$ cat config.mk
export PLATFORM = sky130hd
export DESIGN_NAME = alu_issue_ctrl
export DESIGN_NICKNAME = d
export VERILOG_FILES = /design/src/rtl/alu_issue_ctrl.sv
export SDC_FILE = /design/constraint.sdc
export NUM_CORES = 1
export LEC_CHECK = 0
export ABC_AREA = 1
export CAP_MARGIN = 20
export CORE_MARGIN = 8
export CORE_UTILIZATION = 36
export CTS_CLUSTER_SIZE = 30
export DETAILED_ROUTE_END_ITERATION = 12
export HOLD_SLACK_MARGIN = 0.02
export PLACE_DENSITY = 0.76
export SLEW_MARGIN = 20
export SYNTH_ARGS = -nofsm -noshare
export SYNTH_HDL_FRONTEND = slang
export SYNTH_SLANG_ARGS = --single-unit
$ cat constraint.sdc
create_clock -name clk -period 1.55 [get_ports clk]
set_input_delay 0.155 -clock clk [delete_from_list [all_inputs] [get_ports clk]]
set_output_delay 0.155 -clock clk [all_outputs]
set_load 0.03 [all_outputs]
$ cat src/rtl/alu_issue_ctrl.sv
// Issue/capture front-end for the 32-bit combinational ALU: registers operands, waits
// SETTLE_CYCLES, then captures the result. Optional sticky overflow via ALU_STICKY_OVF_EN.
module alu_issue_ctrl #(
  parameter int unsigned SETTLE_CYCLES = 4
) (
  input  logic        clk,
  input  logic        rst,
  input  logic        cmd_valid,
  output logic        cmd_ready,
  input  logic [31:0] cmd_x,
  input  logic [31:0] cmd_y,
  input  logic [3:0]  cmd_op,
  output logic [31:0] alu_x,
  output logic [31:0] alu_y,
  output logic [3:0]  alu_op,
  input  logic [31:0] alu_z,
  input  logic        alu_equal,
  input  logic        alu_overflow,
  input  logic        alu_zero,
  output logic        res_valid,
  input  logic        res_ready,
  output logic [31:0] res_z,
  output logic        res_equal,
  output logic        res_overflow,
  output logic        res_zero,
  output logic        res_illegal,
`ifdef ALU_STICKY_OVF_EN
  input  logic        clr_sticky,
  output logic        ovf_sticky,
`endif
  output logic        busy
);

  localparam logic [1:0] StIdle   = 2'd0;
  localparam logic [1:0] StSettle = 2'd1;
  localparam logic [1:0] StDone   = 2'd2;

  logic [1:0]  state_q, state_d;
  logic [7:0]  cnt_q, cnt_d;
  logic [31:0] alu_x_q, alu_x_d, alu_y_q, alu_y_d;
  logic [3:0]  alu_op_q, alu_op_d;
  logic [31:0] res_z_q, res_z_d;
  logic        res_equal_q, res_equal_d, res_overflow_q, res_overflow_d;
  logic        res_zero_q, res_zero_d, res_illegal_q, res_illegal_d;

  function automatic logic op_legal(input logic [3:0] op);
    return !((op == 4'd4) || (op > 4'd10));
  endfunction

  always_comb begin
    state_d        = state_q;
    cnt_d          = cnt_q;
    alu_x_d        = alu_x_q;
    alu_y_d        = alu_y_q;
    alu_op_d       = alu_op_q;
    res_z_d        = res_z_q;
    res_equal_d    = res_equal_q;
    res_overflow_d = res_overflow_q;
    res_zero_d     = res_zero_q;
    res_illegal_d  = res_illegal_q;
    case (state_q)
      StIdle: begin
        if (cmd_valid) begin
          alu_x_d  = cmd_x;
          alu_y_d  = cmd_y;
          alu_op_d = cmd_op;
          if (op_legal(cmd_op)) begin
            state_d = StSettle;
            cnt_d   = 8'(SETTLE_CYCLES - 1);
          end else begin
            // Reserved op: skip the ALU entirely and report a zeroed, flagged result.
            state_d        = StDone;
            res_z_d        = '0;
            res_equal_d    = 1'b0;
            res_overflow_d = 1'b0;
            res_zero_d     = 1'b0;
            res_illegal_d  = 1'b1;
          end
        end
      end
      StSettle: begin
        if (cnt_q != 8'd0) begin
          cnt_d = cnt_q - 8'd1;
        end else begin
          state_d        = StDone;
          res_z_d        = alu_z;
          res_equal_d    = alu_equal;
          res_overflow_d = alu_overflow;
          res_zero_d     = alu_zero;
          res_illegal_d  = 1'b0;
        end
      end
      StDone: begin
        if (res_ready) state_d = StIdle;
      end
      default: state_d = StIdle;
    endcase
  end

  always_ff @(posedge clk) begin
    if (rst) begin
      state_q        <= StIdle;
      cnt_q          <= '0;
      alu_x_q        <= '0;
      alu_y_q        <= '0;
      alu_op_q       <= '0;
      res_z_q        <= '0;
      res_equal_q    <= 1'b0;
      res_overflow_q <= 1'b0;
      res_zero_q     <= 1'b0;
      res_illegal_q  <= 1'b0;
    end else begin
      state_q        <= state_d;
      cnt_q          <= cnt_d;
      alu_x_q        <= alu_x_d;
      alu_y_q        <= alu_y_d;
      alu_op_q       <= alu_op_d;
      res_z_q        <= res_z_d;
      res_equal_q    <= res_equal_d;
      res_overflow_q <= res_overflow_d;
      res_zero_q     <= res_zero_d;
      res_illegal_q  <= res_illegal_d;
    end
  end

`ifdef ALU_STICKY_OVF_EN
  logic capture;
  logic ovf_sticky_q, ovf_sticky_d;

  assign capture = (state_q == StSettle) && (cnt_q == 8'd0);

  // Set is applied after clear so a same-edge set wins.
  always_comb begin
    ovf_sticky_d = ovf_sticky_q;
    if (clr_sticky) ovf_sticky_d = 1'b0;
    if (capture && alu_overflow) ovf_sticky_d = 1'b1;
  end

  always_ff @(posedge clk) begin
    if (rst) ovf_sticky_q <= 1'b0;
    else     ovf_sticky_q <= ovf_sticky_d;
  end

  assign ovf_sticky = ovf_sticky_q;
`endif

  assign cmd_ready    = (state_q == StIdle);
  assign res_valid    = (state_q == StDone);
  assign busy         = (state_q != StIdle);
  assign alu_x        = alu_x_q;
  assign alu_y        = alu_y_q;
  assign alu_op       = alu_op_q;
  assign res_z        = res_z_q;
  assign res_equal    = res_equal_q;
  assign res_overflow = res_overflow_q;
  assign res_zero     = res_zero_q;
  assign res_illegal  = res_illegal_q;

endmodule
==> summary.md <==
| Metric | Value |
|---|---|
| Outcome | `complete, no violations` |
| Post-route DRC | `0` |
| Most frequent cells after synthesis | `sky130_fd_sc_hd__nor2_1, sky130_fd_sc_hd__dfxtp_1, sky130_fd_sc_hd__o21ai_0` |
| Launch instance of the worst register-to-register path | `cnt_q[4]` |
| FP Rows | `40` |
| M2 GR Usage | `between 20% and 30%` |
| Category of the worst setup path launch point | `register` |
| CTS tree | `yes` |
| Main combinational cell family by area after synthesis | `simple AND/OR/NAND/NOR gates` |
| Critical Path Sink | `res_z[29]` |
| Synth Flop Type | `sky130_fd_sc_hd__dfxtp_1` |
| Slowest stage delay, CP | `around 0.35 ns` |
| Count of non-filler cells in the finished layout | `927` |
| Setup violation total in the final timing report | `0` |
| Async set or reset register ratio after synthesis | `0%` |
| Placer congestion estimate | `0.870` |
| Antenna violations before repair | `0` |
| Input/output buffers | `roughly 210` |
| Via count | `around 4600` |
| Clock transition at path regs | `~0.050 ns` |
| Vias per std cell | `between 4 and 5` |
| Achievable frequency | `approximately 660 MHz` |
| Post-Synthesis Cell Area | `0.00430 sq mm` |
| Number of global-route vias before repair | `4485` |
| Critical path fanouts, max | `10` |
| Cell count after synthesis | `roughly 550` |
| Leakage power | `3.29 nW` |
| Total detailed-routing wirelength | `~15 mm` |
| Areal power density over the cells | `around 1500 mW/mm^2` |
| Area share of the leading cell type in the synthesized netlist | `53.1%` |
| CP Capture Type | `register` |
| Filler instances | `around 1000` |
| Buffer type at the clock tree root | `sky130_fd_sc_hd__clkbuf_16` |
| Hold Startpoint | `alu_z[17]` |
| Clock H-tree levels | `4` |
| Internal power | `~7.5 mW` |
| Global-route met1 utilization | `19.2%` |
| Boundary pin count | `roughly 210` |
| Post-layout nets | `a little under 900` |
| Basic-gate share of the synthesized area counting and, or, nand and nor cells | `roughly 26%` |
| Combinational cell fraction of total power | `between 20% and 30%` |
| Minimum setup slack among reg-to-reg paths | `roughly 0.027 ns` |
| Horizontal die dimension | `approximately 130 microns` |
| Share of synthesized area spent on multiplexers | `0%` |
| Layout cell share with drive strength beyond 1 | `around a tenth` |
| Endpoint of the worst register-to-register path | `res_z[29]` |
| Height of the die | `about 130 microns` |
| Met3 capacity usage during global routing | `between 10% and 20%` |
| Launch point of the worst path | `cnt_q[4]` |
| Clk network pwr share | `between 40% and 50%` |
| GRT Max-Usage Layer | `met2` |
| Normalized max-slew margin | `71.2%` |
| Parity-gate share of the synthesized area counting xor and xnor cells | `less than 1%` |
| Tmin final | `approximately 1.5 ns` |
| Initial Util | `36.4%` |
| Syn-to-layout area delta | `70.7%` |
| Synthesis-stage register bit count | `114` |
| NetSw | `around 3.2 mW` |
| Insertion delay to the later sink of the worst-skew pair | `roughly 0.42 ns` |
| Number of DRC markers in iteration 0 | `between 200 and 300` |
| Relative contribution of sequential cells to total power | `between 30% and 40%` |
| Synthesized area per cell | `approximately 8 sq um` |
| Setup ws final | `between 0.02 and 0.03 ns` |
| CTS Buf Count | `17` |
| Most frequently used cell type in the post-synthesis netlist | `sky130_fd_sc_hd__nor2_1` |
| Net switching share of the total power | `a little under a third` |
| Clock Sink Count | `between 100 and 150` |
| Worst setup timing slack at the placement stage | `-0.125 ns` |
| Die footprint | `about 0.016 sq mm` |
| Maximum ir drop on the vdd rail | `about 0.78 mV` |
| Critical path class | `reg -> reg` |
| Final Hold Viols | `0` |
| Synthesized netlist net count | `660` |
| Share of the clock period used by the worst path | `a little over nine tenths` |
| Library cells used by synthesis | `25` |
| Worst path slowest cell | `sky130_fd_sc_hd__dfxtp_1` |
| Worst slew pin tran | `0.432 ns` |
| Required time at the worst-slack endpoint | `roughly 1.8 ns` |
| Number of iterations in the first detailed-routing pass | `6` |
| Cell accounting for the most synthesized area | `sky130_fd_sc_hd__dfxtp_1` |
| Dpl hpwl | `around 10 mm` |
| Clock Skew | `about 0.023 ns` |
| Placed cells | `slightly below 900` |
| ANT nets after route | `0` |
| Maximum number of pins on one net before global-route repair | `70` |
| Sum of overflow across all layers after global routing | `0` |
| Adder-cell area share of the yosys netlist | `less than 1%` |
| Dominant cells by area after synthesis | `sky130_fd_sc_hd__dfxtp_1, sky130_fd_sc_hd__nor2_1, sky130_fd_sc_hd__o21ai_0` |
| Post-synthesis sequential area ratio | `53.1%` |
| Aggregate global-route resource usage | `17.9%` |
| Routed length per placed instance | `~17 microns` |
| Crit path DAT | `between 1.5 and 2 ns` |
| Core ar. | `0.0118 sq mm` |
| Worst min path class | `in -> reg` |
| Antenna cells | `0` |
| Count of flip-flops with a built-in enable after synthesis | `0` |
| Wire length of the first global-routing pass | `about 23 mm` |
| Maximum clock insertion buffer count | `2` |
| Complex-gate fraction of the synthesized area | `around 14%` |
| Number of warnings reported in the yosys synthesis log | `0` |
| Max-capacitance violation count | `0` |
| Final Max Tran Viols | `0` |
| FF-to-FF path depth | `8` |
| CP cell instances | `nor2_2 > nand2_2 > inv_1 > nand3_2 > nand2_8 > nand2_8 > nand2_1 > a21oi_1` |
| Most common cell type on the critical path | `sky130_fd_sc_hd__nand2_8` |
==> worst min path at each step <==
| stage | end | slack, ns | cells after the start |
|---|---|---|---|
| global placement | res_illegal | 0.43 | 2 |
| finish | res_z[17] | 0.32 | 3 |
| floorplan | alu_op[2] | 0.30 | 2 |
| CTS | res_z[5] | 0.31 | 3 |
| global route | res_z[21] | 0.34 | 3 |
| detailed placement | res_illegal | 0.44 | 2 |
==> stage by stage <==
stage	hold slack [ns]	TNS, ns	utilization, %	total power [mW]	cell area [sq um]
floorplan	0.303	0	-	4.99	4300
global placement	0.434	-1.43	55.4	6.03	6540
detailed placement	0.435	-2.79	55.4	6.08	6540
CTS	0.314	0	60.0	10.3	7090
global route	0.344	-0.116	62.1	11.1	7340
finish	0.323	0	62.1	10.7	7340
==> sequential cells by signal, summed over array words and instances (netlist names) <==
signal	cells
alu_op	4
res_zero	1
state_q	2
res_overflow	1
cnt_q	8
alu_x	32
res_illegal	1
res_equal	1
alu_y	32
res_z	32
==> placed cells by master, fill, tap and decap left out, drive strengths merged, types with 5 or more instances in the layout <==
cell type,count
nand2,63
buf,16
a21oi,45
clkdlybuf4s50,106
nor2,152
clkbuf,27
o21ai,70
bufinv,5
clkinv,5
nand3,47
dlygate4sd2,104
inv,17
dfxtp,114
==> power groups by stage <==
| stage | Combinational, mW | Sequential [mW] | Clock, mW |
|---|---|---|---|
| floorplan | 1.02 | 3.97 | 0 |
| global placement | 2.58 | 3.44 | 0 |
| detailed placement | 2.63 | 3.46 | 0 |
| CTS | 2.46 | 3.39 | 4.44 |
| global route | 3.14 | 3.43 | 4.56 |
| finish | 2.92 | 3.39 | 4.37 |
==> final cells by class <==
class	instances	area, sq um	share of cell area (%)
clock buffers	23	498	6.79
clock inverters	9	174	2.37
inverters	18	67.6	0.921
multi-input cells	385	1860	25.4
flip-flops and latches	114	2280	31.1
well taps	147	184	2.51
repair buffers	231	2270	30.9
==> kinds of logic after synthesis <==
kind of cell | count (synthesis)
xor+xnor | 1
buf+inv | 55
compound gates | 116
flops | 114
fa+ha+maj | 2
simple gates | 263
==> layer usage <==
layer  part of all wire [%]  up-vias
met5                      0        -
met4                   0.65        0
met3                     13        6
met2                     48      221
met1                     39     2124
li1                       -     2228
==> what timing repair did <==
action | in CTS | in global routing
buffers inserted | 0 | 2
setup endpoints to repair | 109 | 38
cloned | 0 | 8
gates resized for setup | 115 | 21
pin swaps | 1 | 5
hold buffers | 0 | 0
==> critical path: cells and delay by family, from the launching register on <==
family | cells | cell delay, ns
simple gates | 6 | 0.84
compound gates | 1 | 0.09
flops | 1 | 0.35
buf+inv | 1 | 0.08
No activity file was read; power rests on OpenSTA's default activity.
